### config.mk
export PLATFORM = sky130hd
export DESIGN_NAME = uart_receiver
export DESIGN_NICKNAME = d
export VERILOG_FILES = /design/src/rtl/uart_receiver.sv
export SDC_FILE = /design/constraint.sdc
export NUM_CORES = 1
export LEC_CHECK = 0
export BUFFER_PORTS_ARGS = -buffer_cell sky130_fd_sc_hd__buf_4
export CORE_MARGIN = 2
export CORE_UTILIZATION = 50
export CTS_BUF_LIST = sky130_fd_sc_hd__clkbuf_8 sky130_fd_sc_hd__clkbuf_16
export CTS_CLUSTER_DIAMETER = 60
export DETAILED_ROUTE_END_ITERATION = 6
export PLACE_DENSITY = 0.7
export SYNTH_ARGS = -nofsm -noshare
export SYNTH_HDL_FRONTEND = slang
export SYNTH_SLANG_ARGS = --single-unit
### constraint.sdc
create_clock -name clk -period 2.8 [get_ports clk]
set_input_delay 0.56 -clock clk [delete_from_list [all_inputs] [get_ports clk]]
set_output_delay 0.56 -clock clk [all_outputs]
set_load 0.1 [all_outputs]
### src/rtl/uart_receiver.sv
// UART receive engine: 16x oversampled, 3-sample majority vote, 8 data bits LSB first.
// Define UART_RX_PARITY_EN for an 8E1 frame (even parity); otherwise the frame is 8N1.
module uart_receiver (
    input  logic       clk,
    input  logic       rst,
    input  logic       sample_ENABLE,
    input  logic       Rx_EN,
    input  logic       RxD,
    output logic [7:0] Rx_DATA,
    output logic       Rx_VALID,
    output logic       Rx_PERROR,
    output logic       Rx_FERROR
);
    typedef enum logic [2:0] {
        IDLE,
        START,
        DATA,
`ifdef UART_RX_PARITY_EN
        PARITY,
`endif
        STOP
    } state_t;

    state_t     state;
    logic [3:0] cnt;
    logic [2:0] bit_idx;
    logic       armed;
    logic       rxd_m, rxd_s;
    logic       smp7, smp8;
    logic [7:0] shreg;
    logic       maj;
    logic       perr_now;

`ifdef UART_RX_PARITY_EN
    logic       perr_pend, perr_q;
    assign perr_now  = perr_pend;
    assign Rx_PERROR = perr_q;
`else
    assign perr_now  = 1'b0;
    assign Rx_PERROR = 1'b0;
`endif

    // samples at cnt 7 and 8 are registered; the cnt 9 sample is the live value
    assign maj = (smp7 & smp8) | (smp7 & rxd_s) | (smp8 & rxd_s);

    always_ff @(posedge clk or negedge rst) begin
        if (!rst) begin
            rxd_m <= 1'b1;
            rxd_s <= 1'b1;
        end else begin
            rxd_m <= RxD;
            rxd_s <= rxd_m;
        end
    end

    always_ff @(posedge clk or negedge rst) begin
        if (!rst) begin
            state     <= IDLE;
            cnt       <= 4'd0;
            bit_idx   <= 3'd0;
            armed     <= 1'b0;
            smp7      <= 1'b0;
            smp8      <= 1'b0;
            shreg     <= 8'h00;
            Rx_DATA   <= 8'h00;
            Rx_VALID  <= 1'b0;
            Rx_FERROR <= 1'b0;
`ifdef UART_RX_PARITY_EN
            perr_pend <= 1'b0;
            perr_q    <= 1'b0;
`endif
        end else begin
            Rx_VALID <= 1'b0;
            if (!Rx_EN) begin
                state <= IDLE;
                cnt   <= 4'd0;
                armed <= 1'b0;
            end else if (sample_ENABLE) begin
                if (cnt == 4'd7) smp7 <= rxd_s;
                if (cnt == 4'd8) smp8 <= rxd_s;
                cnt <= cnt + 4'd1;
                case (state)
                    IDLE: begin
                        cnt <= 4'd0;
                        if (rxd_s) begin
                            armed <= 1'b1;
                        end else if (armed) begin
                            // the detect tick itself is cnt 0 of the start bit
                            state   <= START;
                            cnt     <= 4'd1;
                            bit_idx <= 3'd0;
`ifdef UART_RX_PARITY_EN
                            perr_pend <= 1'b0;
`endif
                        end
                    end
                    START: begin
                        if (cnt == 4'd9 && maj) begin
                            state <= IDLE;
                            cnt   <= 4'd0;
                        end else if (cnt == 4'd15) begin
                            state <= DATA;
                        end
                    end
                    DATA: begin
                        if (cnt == 4'd9) shreg <= {maj, shreg[7:1]};
                        if (cnt == 4'd15) begin
                            bit_idx <= bit_idx + 3'd1;
`ifdef UART_RX_PARITY_EN
                            if (bit_idx == 3'd7) state <= PARITY;
`else
                            if (bit_idx == 3'd7) state <= STOP;
`endif
                        end
                    end
`ifdef UART_RX_PARITY_EN
                    PARITY: begin
                        if (cnt == 4'd9) perr_pend <= maj ^ (^shreg);
                        if (cnt == 4'd15) state <= STOP;
                    end
`endif
                    STOP: begin
                        // complete mid-stop so the next start edge is never missed
                        if (cnt == 4'd9) begin
                            state     <= IDLE;
                            cnt       <= 4'd0;
                            armed     <= maj;
                            Rx_FERROR <= ~maj;
`ifdef UART_RX_PARITY_EN
                            perr_q    <= perr_pend;
`endif
                            if (maj && !perr_now) begin
                                Rx_DATA  <= shreg;
                                Rx_VALID <= 1'b1;
                            end
                        end
                    end
                    default: begin
                        state <= IDLE;
                        cnt   <= 4'd0;
                    end
                endcase
            end
        end
    end
endmodule

Word level (Yosys, flattened, before mapping)
Cells that the tools add are included.
{ "classes": {"eq_ne": 20, "mux": 31, "reduce_logical": 11, "bitwise_logic": 6, "add_sub_neg": 2} }
{ "ops": {"columns": ["operator", "count"], "rows": [
  ["$mux W3", 12],
  ["$ne A3 B3 Y1 const B", 6],
  ["$mux W4", 4],
  ["$pmux W4 S4", 1],
  ["$eq A4 B4 Y1 const B", 3],
  ["$pmux W3 S4", 1],
  ["$reduce_and A4 Y1", 3],
  ["$mux W1", 11],
  ["$ne A2 B2 Y1 const B", 4],
  ["$reduce_and A7 Y1", 1],
  ["$eq A3 B2 Y1 const B", 2],
  ["$pmux W3 S2", 1],
  ["$reduce_and A3 Y1", 2],
  ["$reduce_and A6 Y1", 1],
  ["$reduce_and A5 Y1", 1],
  ["$add A4 B1 Y4 const B", 1],
  ["$eq A4 B3 Y1 const B", 1],
  ["$ne A4 B4 Y1 const B", 1],
  ["$add A3 B1 Y3 const B", 1],
  ["$and A1 B1 Y1", 3],
  ["$eq A3 B1 Y1 const B", 1],
  ["$eq A3 B3 Y1 const B", 1],
  ["$logic_not A3 Y1", 1],
  ["$ne A3 B1 Y1 const B", 1],
  ["5 further kinds", 6]
]} }
{ "word_totals": {"input_bits": 5, "ff_bits": 33, "output_inout_bits": 11, "word_cells": 82} }

Longest topological paths before layout
{ "depth": {"depth_word": 8, "mapped_depth": 6, "ltp_nobuf": 6} }

Worst setup path before layout
Ideal clock, no wire load.
{ "synth_timing": {"kind": "reg2reg", "startpoint": "register cnt[0]", "endpoint": "register state[0]", "setup_time_ns": 0.126, "n_path_buf": 0, "slack_ns": 1.203, "arrival_time_ns": 1.471, "path_stages_with_launch": 6, "path_cell_list": "dfrtp_1 -> ha_1 -> and3b_2 -> o221ai_2 -> a2111oi_2 -> a221o_1"} }
{ "synth_between": {"elab_chain_cells": 6, "word_cells_on_any_way": 11} }
{ "synth_rtl": {"columns": ["item", "line_no", "text"], "rows": [
  ["start, declared", "25", "logic [3:0] cnt;"],
  ["start signal, assigned", "81", "cnt <= cnt + 4'd1;"],
  ["$eq A4 B4 Y1", "98, 124", null],
  ["$logic_and A1 B1 Y1", "98", "if (cnt == 4'd9 && maj) begin"],
  ["$mux W3", "98", null],
  ["$pmux W3 S4", "82", "case (state)"],
  ["$mux W3", "78", "end else if (sample_ENABLE) begin"],
  ["$mux W3", "74", "if (!Rx_EN) begin"],
  ["end signal, assigned", "75", "state <= IDLE;"],
  ["end signal, assigned", "99", "state <= IDLE;"],
  ["end signal, assigned", "102", "state <= DATA;"],
  ["end, declared", "24", "state_t state;"]
]} }
Parallel ways exist; a longest one is shown, timed or not. The select of a mux whose other input is x is not followed.
A chain may end at the register's enable or synchronous reset.

Worst setup path in the final report
{ "layout_timing": {"startpoint": "register cnt[1]", "endpoint": "register state[0]"} }
Same word-level chain as after synthesis.

==> results.cfg <==
[timing]
rsz0062_at_grt = false
fmax_ghz = 0.5642
fin_crit_sh = 0.6330
skew_ns = 0.004249
setup_violations = 0
fin_tns_setup_ns = 0
slew_violations = 0
hold_violations = 0
period_minus_slack_ns = 1.772

[floorplan]
design.core.area_um2 = 3028
die_area_um2 = 3616
die_y_um = 60.13
start_util = 0.5202
die_w_um = 60.13
rows = 20
io_pins = 16

[power_and_ir_drop]
combPwrFrac = 0.149
power_frac_seq = 0.471
p_per_area_nw_per_um2 = 601.0
swShare = 0.2614
p_int_w = 0.0008037
total_power_w = 0.001088
p_leak_nw = 0.9187
clkPwrFrac = 0.381
p_switching_w = 0.0002844
vdd_drop_max_uv = 407.7

[layout]
final_layout_size_suffix_gt1_frac = 0.3741
multiInputGateArea_um2 = 720.7
mostFrequentLayoutCell = dfrtp_1
layout_common_cells = dfrtp_1, mux2_2, buf_4
syn_to_final_growth_pct = 14.93
n_antenna_cell = 0
register_area_um2 = 803.3
nNetsFinal = 156
nFillCells = 255

[critical_path]
worst_ep_required_time_ns = 3.02
critPathLaunchType = register
crit_path_max_fanout = 5
crit_path_cell_trace = inv_1 -> ha_1 -> and3b_2 -> o221ai_2 -> a2111oi_2 -> a221o_1
r2r_setup_slack_ns = 1.03
cp_slowest_cell = dfrtp_1
worst_setup_path_end_kind = register
path_class = reg -> reg
arrival_ns = 1.99
cpPeakStageDelay_ns = 0.42

[clock_network]
ctsResizeCount = 0
postCtsSetupBuffers = 0
clk_path_buf_depth = 2
cts_hold_buffers = 0
clk_latency_ns = 0.28
cts_tree = built
htreeDepth = 2
clkTransAtPathRegs_ns = 0.06
cts_root_buffer = clkbuf_8
clock-sinks = 32
cts_inserted_buffers = 5

[logic_synthesis]
synth_xor_xnor_area_share = 0
syn_area_um2 = 1575
ys.flop_type = dfrtp_1
yosysWarnings = 0
ys_seq_area_frac = 0.5099
synthMuxAreaShare = 0.1628
synthCells = 130
avgSynthCellArea_um2 = 12.12
yosys.area.top_type = dfrtp_1
synth_fa_ha_area_frac = 0.04607
synth_top_family_by_area = multiplexers
synth_compound_area_frac = 0.08578
synth-simple-area-share = 0.1604
synth-edff-count = 0
netlist_top_cells_area = dfrtp_1, mux2_2, ha_1, dfstp_2, nand3_1
synthDistinctLibCells = 39
async_reset_ff_frac = 1.000
synth_top_area_share = 0.4766
yosys_register_bits = 32
syn-num-nets = 140

[global_route]
grt_usage = 0.1774
grt_pass1_vias = 971
overflow = 0
grt_max_degree = 33
grt_pass1_wl_um = 4567
antenna_found_initial = 0

[placed_design]
place_congestion = 0.9111
port-buffer-count = 14
dp_hpwl_um = 1892

[drt]
firstDrtPassIters = 4
drt-total-wl_um = 2664
wl_per_cell_um = 13.95
ant_nets = 0
drc = 0
viasPerCell = 5.366
vias = 1025
drt_first_iter_violations = 33

[run]
max_cap_violations = 0

[outcome]
status = completed

[worst_hold_path]
hold_path_class = in -> async
## sequential cells by signal (all words and copies together) (netlist names)
name and flops:
cnt 4, rxd_m 1, Rx_FERROR 1, rxd_s 1, smp8 1, Rx_VALID 1
state 2, armed 1, Rx_DATA 8, shreg 8, smp7 1, bit_idx 3
## power by group through the flow
stage / clock network (W) / registers (W) / logic (W)
floorplan: 0 / 0.000502 / 0.000138
global placement: 0 / 0.000518 / 0.000158
detailed placement: 0 / 0.000519 / 0.000161
CTS: 0.000427 / 0.000510 / 0.000163
global route: 0.000447 / 0.000515 / 0.000182
finish: 0.000414 / 0.000512 / 0.000162
## critical path: cells and delay by family, from the launching register on
kind / cells / cell delay [ns]
AO/OA/AOI/OAI: 3 / 0.70
flip-flops: 1 / 0.42
AND/OR/NAND/NOR: 1 / 0.28
adder cells (fa/ha/maj): 1 / 0.22
buffers and inverters: 1 / 0.10
## cell families after synthesis
group / after synthesis
buffers and inverters: 10
adders and majority gates: 6
and+or+nand+nor: 42
other: 1
AOI/OAI and AO/OA: 16
muxes: 23
DFF: 32
## final cells by class
| type | count | share of cell area |
|---|---|---|
| multi-input combinational | 88 | 0.3981 |
| clock inverter | 3 | 0.02142 |
| timing repair buffer | 14 | 0.05805 |
| sequential | 32 | 0.4437 |
| tap | 44 | 0.03041 |
| inverter | 5 | 0.01037 |
| clock buffer | 5 | 0.03801 |
## layer usage
metal | vias up | routed length [um] | GRT usage
met3 | 6 | 124 | 0.05844
met5 | - | 0 | 0
met4 | 0 | 36 | 0.07619
li1 | 496 | - | -
met2 | 21 | 1269 | 0.2655
met1 | 502 | 1234 | 0.2342
## path summary, 6_finish.rpt
check / start / endpoint / cells past startpoint
max in group asynchronous: rst / rxd_m / 1
min in group clk: rxd_m / rxd_s / 0
min: rst / Rx_DATA[0] / 1
min reg2reg: rxd_m / rxd_s / 0
max: cnt[1] / state[0] / 6
max reg2reg: cnt[1] / state[0] / 6
## synth_stat cells, drive strengths merged (2+ instances only)
cell and n:
nand2b 4, nand3b 2, mux2i 2, o221ai 2, nor2 7, mux2 21, nor3 6, nand3 6
dfrtp 30, a31oi 2, buf 4, nand2 9, inv 5, dfstp 2, ha 5, and3 3
o21bai 2, o21ai 3
## stage by stage
step	hold slack (ns)	instances	cell area (um^2)	setup slack [ns]	utilization
floorplan	0.2644	130	1575	1.203	-
global placement	0.3469	183	1703	1.017	0.5624
detailed placement	0.3488	183	1703	0.9857	0.5624
CTS	0.2124	191	1810	1.033	0.5979
global route	0.2309	191	1810	0.9157	0.5979
finish	0.2080	191	1810	1.028	0.5979
Power figures use the tool's default switching activity.
